==> config.mk <==
export PLATFORM = sky130hd
export DESIGN_NAME = elastic_pipe
export DESIGN_NICKNAME = d
export VERILOG_FILES = /design/src/rtl/elastic_pipe.sv
export SDC_FILE = /design/constraint.sdc
export NUM_CORES = 1
export LEC_CHECK = 0
export BUFFER_PORTS_ARGS = -buffer_cell sky130_fd_sc_hd__buf_2
export CAP_MARGIN = 40
export CORE_ASPECT_RATIO = 0.7
export CORE_UTILIZATION = 45
export DETAILED_ROUTE_END_ITERATION = 8
export GPL_TIMING_DRIVEN = 0
export PLACE_DENSITY = 0.78
export SLEW_MARGIN = 30
export SYNTH_ARGS = -nofsm -noshare
export SYNTH_HDL_FRONTEND = slang
export SYNTH_SLANG_ARGS = --single-unit
==> constraint.sdc <==
create_clock -name clk -period 2.84 [get_ports clk]
set_input_delay 0.852 -clock clk [delete_from_list [all_inputs] [get_ports clk]]
set_output_delay 0.852 -clock clk [all_outputs]
set_load 0.02 [all_outputs]
==> src/rtl/elastic_pipe.sv <==
// Elastic register pipeline with bubble collapsing: each stage loads whenever it is
// empty or the stage ahead of it can move, so gaps fill even while the output is stalled.

module elastic_stage #(
    parameter int              WIDTH     = 8,
    parameter logic [WIDTH-1:0] RESET_VAL = '0
) (
    input  logic             clk,
    input  logic             reset,
    input  logic             flush,
    input  logic             ready,
    input  logic             src_valid,
    input  logic [WIDTH-1:0] src_data,
    output logic             valid,
    output logic [WIDTH-1:0] data
);
    // Data only moves with a valid item, so an invalid stage keeps its old contents.
    always_ff @(posedge clk) begin
        if (reset) begin
            valid <= 1'b0;
            data  <= RESET_VAL;
        end else if (flush) begin
            valid <= 1'b0;
        end else if (ready) begin
            valid <= src_valid;
            if (src_valid) data <= src_data;
        end
    end
endmodule

module elastic_pipe #(
    parameter int               WIDTH     = 8,
    parameter int               DEPTH     = 3,
    parameter logic [WIDTH-1:0] RESET_VAL = '0
) (
    input  logic                       clk,
    input  logic                       reset,
    input  logic                       flush,
    input  logic                       in_valid,
    output logic                       in_ready,
    input  logic [WIDTH-1:0]           in_data,
    output logic                       out_valid,
    input  logic                       out_ready,
    output logic [WIDTH-1:0]           out_data,
    output logic [$clog2(DEPTH+1)-1:0] occupancy
);
    localparam int OW = $clog2(DEPTH+1);

    logic [DEPTH-1:0]            v;
    logic [DEPTH-1:0][WIDTH-1:0] d;
    logic [DEPTH-1:0]            src_v;
    logic [DEPTH-1:0][WIDTH-1:0] src_d;
    logic [DEPTH:0]              r;

    assign r[DEPTH] = out_ready & ~flush;

    genvar i;
    generate
        for (i = 0; i < DEPTH; i++) begin : g_stage
            assign r[i] = ~v[i] | r[i+1];
            if (i == 0) begin : g_head
                assign src_v[i] = in_valid;
                assign src_d[i] = in_data;
            end else begin : g_body
                assign src_v[i] = v[i-1];
                assign src_d[i] = d[i-1];
            end
            elastic_stage #(.WIDTH(WIDTH), .RESET_VAL(RESET_VAL)) u_stage (
                .clk       (clk),
                .reset     (reset),
                .flush     (flush),
                .ready     (r[i]),
                .src_valid (src_v[i]),
                .src_data  (src_d[i]),
                .valid     (v[i]),
                .data      (d[i])
            );
        end
    endgenerate

    assign in_ready  = r[0] & ~flush;
    assign out_valid = v[DEPTH-1] & ~flush;
    assign out_data  = d[DEPTH-1];

    always_comb begin
        occupancy = '0;
        for (int k = 0; k < DEPTH; k++) occupancy = occupancy + OW'(v[k]);
    end
endmodule

==> impl_results.md <==
- Worst r2r dst: g_stage[0].u_stage.data[7]
- Peak supply drop: 0.389 mV
- Crit path time final: 2670 ps
- Simple-Gate Fraction of Synth Area: 20.6%
- Die area: 2900 um2
- Main area contributors after synthesis: dfxtp_1 45%, mux2i_1 13%, nand2b_1 13%
- Tightest Pin Transition: 658 ps
- Vias in the first global route: 801
- Die Span Y: 45.4 um
- WHS Path Cells: 2
- TritonCTS clock tree: yes
- Ys Warns: 0
- Post_cts resized: 0
- Clk_skew: 1.15 ps
- Layout cells sized above 1: 26.3%
- Critical path class: primary input to output pin
- CP arrival: 1820 ps
- Post-Synth XOR/XNOR Area: 0%
- Grt total ovfl: 0
- Fmax: 0.375 GHz
- Sequential power share: 59.7%
- Sw Pwr: 142 uW
- Worst EP required: 1990 ps
- CTS H-tree depth: 1
- Flop2flop setup slack: 1360 ps
- N_diodes: 0
- Vias: 937
- Final hold vios: 0
- Post-CTS Hold Buffers: 0
- DRC errors left: 0
- Final Util: 56.5%
- Setup violations, final: 0
- DRT iter0 DRCs: 39
- Mux cell area share after synthesis: 13.3%
- CP startpoint: out_ready
- CP Launch Type: primary input
- Sw frac: 21.8%
- Worst Reg2Reg Path Length in Cells: 3
- Routed len/inst: 11.7 um
- RSZ-0062 raised after global routing: no
- Leakage power total: 0.614 nW
- Mean Syn Cell Area: 9.67 um2
- WHS: 479 ps
- Mean number of vias per cell: 5.04
- Largest net degree at the start of global routing: 15
- CTS Buf Count: 3
- Power density over cell area: 462 nW/um2
- Clk_lat worst skew: 270 ps
- Post-CTS Setup Inserts: 0
- Status: finished clean
- Hpwl dp: 1630 um
- Initial antenna violation count: 0
- Cell count after synthesis: 125
- TNS Setup: 0 ps
- #FFs+latches synth: 27
- Final Max Slew Viols: 0
- Synthesized cell area: 1210 um2
- Hold crit path type: register to register
- Synth area leader: dfxtp_1
- Hold path start: g_stage[1].u_stage.data[0]
- Clock power frac: 32.6%
- CORE AREA: 2500 um2
- Fin crit share: 93.9%
- Gate power share: 7.8%
- CTS max path bufs: 2
- Port Buf Inserts: 23
- P_int: 510 uW
- Final ANT Viol Nets: 0
- Critical Path End Type: output pin
- Drt first pass iters: 4
- Max-cap violation count: 0
- Worst Hold End: g_stage[2].u_stage.data[0]
- Rel. slew slack: 56.1%
- GP Congestion: 0.743
- Post-synthesis sequential area ratio: 44.7%
- I/O Pins: 25
- Initial cell density of the core: 48.4%
- Fillers: 217
- Nets@finish: 167
- Die Width: 63.9 um
- Post-synthesis compound-gate area fraction: 11.0%
- CTS Sinks: 27
- Post-synth top area share: 44.7%
- Syn Nets: 139
- First-pass GRT wire length: 3620 um
- Distinct cells, synth: 19
- Worst-path clk slew: 80 ps
- Main combinational cell family by area after synthesis: simple AND/OR/NAND/NOR gates
- Row count: 15
- Clock root cell: clkbuf_8
- Crit Path Max Fanout: 10
- Final WL: 2170 um
- Area Growth Syn to Fin: 16.8%
- Synth Area in Adders: 1.66%
- Global Route Usage Sum: 16.8%
- Worst reg2reg startpoint: g_stage[1].u_stage.valid
-- final cells by class --
type	instances	area, um2	area share (%)
multi-input combinational	79	562	39.8
sequential	27	541	38.3
timing repair buffer	23	115	8.16
buffer	17	98.8	7.00
clock buffer	4	45.0	3.19
tap	34	42.5	3.01
inverter	2	7.51	0.532
-- worst max-delay path, cell delays in order --
cell and delay, ps:
buf_2 120, nor2b_4 190, clkbuf_1 350, a31oi_1 130, buf_2 180
-- metrics by stage --
stage	setup WS, ps	cells	cell area [um2]	power, mW
after floorplan	508	125	1210	0.432
after global placement	215	182	1370	0.446
after detailed placement	185	182	1370	0.449
after CTS	187	186	1410	0.659
after global routing	93.8	186	1410	0.679
final	173	186	1410	0.652
-- logic make-up (layout without fill, tap and decap cells) --
| logic type | after synthesis | after routing |
|---|---|---|
| AOI/OAI and AO/OA | 21 | 21 |
| adders and majority gates | 1 | 1 |
| buffers and inverters | 19 | 46 |
| DFF | 27 | 27 |
| muxes | 16 | 16 |
| and+or+nand+nor | 41 | 41 |
-- Yosys cell counts (all sizes together) --
cell,n
nor2,1
nor2b,3
dfxtp,27
fa,1
nand2b,25
mux2i,16
a211o,1
buf,12
a31oi,2
clkbuf,5
nor3,3
nand3,8
o21ai,8
a311oi,1
a21oi,9
inv,2
or2b,1
-- metal layers --
layer / GRT usage, % / wire (um) / vias up
met5: 0 / 0 / -
met4: 4.09 / 11 / 0
met3: 5.30 / 141 / 2
met2: 26.8 / 1010 / 30
met1: 22.3 / 1010 / 436
li1: - / - / 469
-- placed cells by master, fill, tap and decap left out, types with 2 or more instances in the layout --
cell and count:
a31oi_1 2, inv_1 2, dfxtp_1 27, clkbuf_8 3, buf_2 27, a21oi_1 9, nor3_1 3, nand2b_1 25
nand3_1 8, mux2i_1 16, o21ai_0 8, buf_4 8, nor2b_1 2, clkbuf_1 6
-- registers in the layout, summed over array words and instances (netlist names) --
name / flops
g_stage.u_stage.data: 24
g_stage.u_stage.valid: 3
-- how the worst max path moves through the flow --
stage | slack, ps | to
floorplan | 510 | in_ready
global placement | 220 | in_ready
detailed placement | 180 | in_ready
CTS | 190 | in_ready
global route | 90 | in_ready
finish | 170 | in_ready
-- power groups by stage --
stage	sequential (mW)	combinational (mW)	clock [mW]
after floorplan	0.397	0.0345	0
after global placement	0.398	0.0486	0
after detailed placement	0.398	0.0509	0
after CTS	0.389	0.0510	0.218
after global routing	0.390	0.0553	0.233
final	0.389	0.0507	0.213
(Power assumes the default switching activity.)
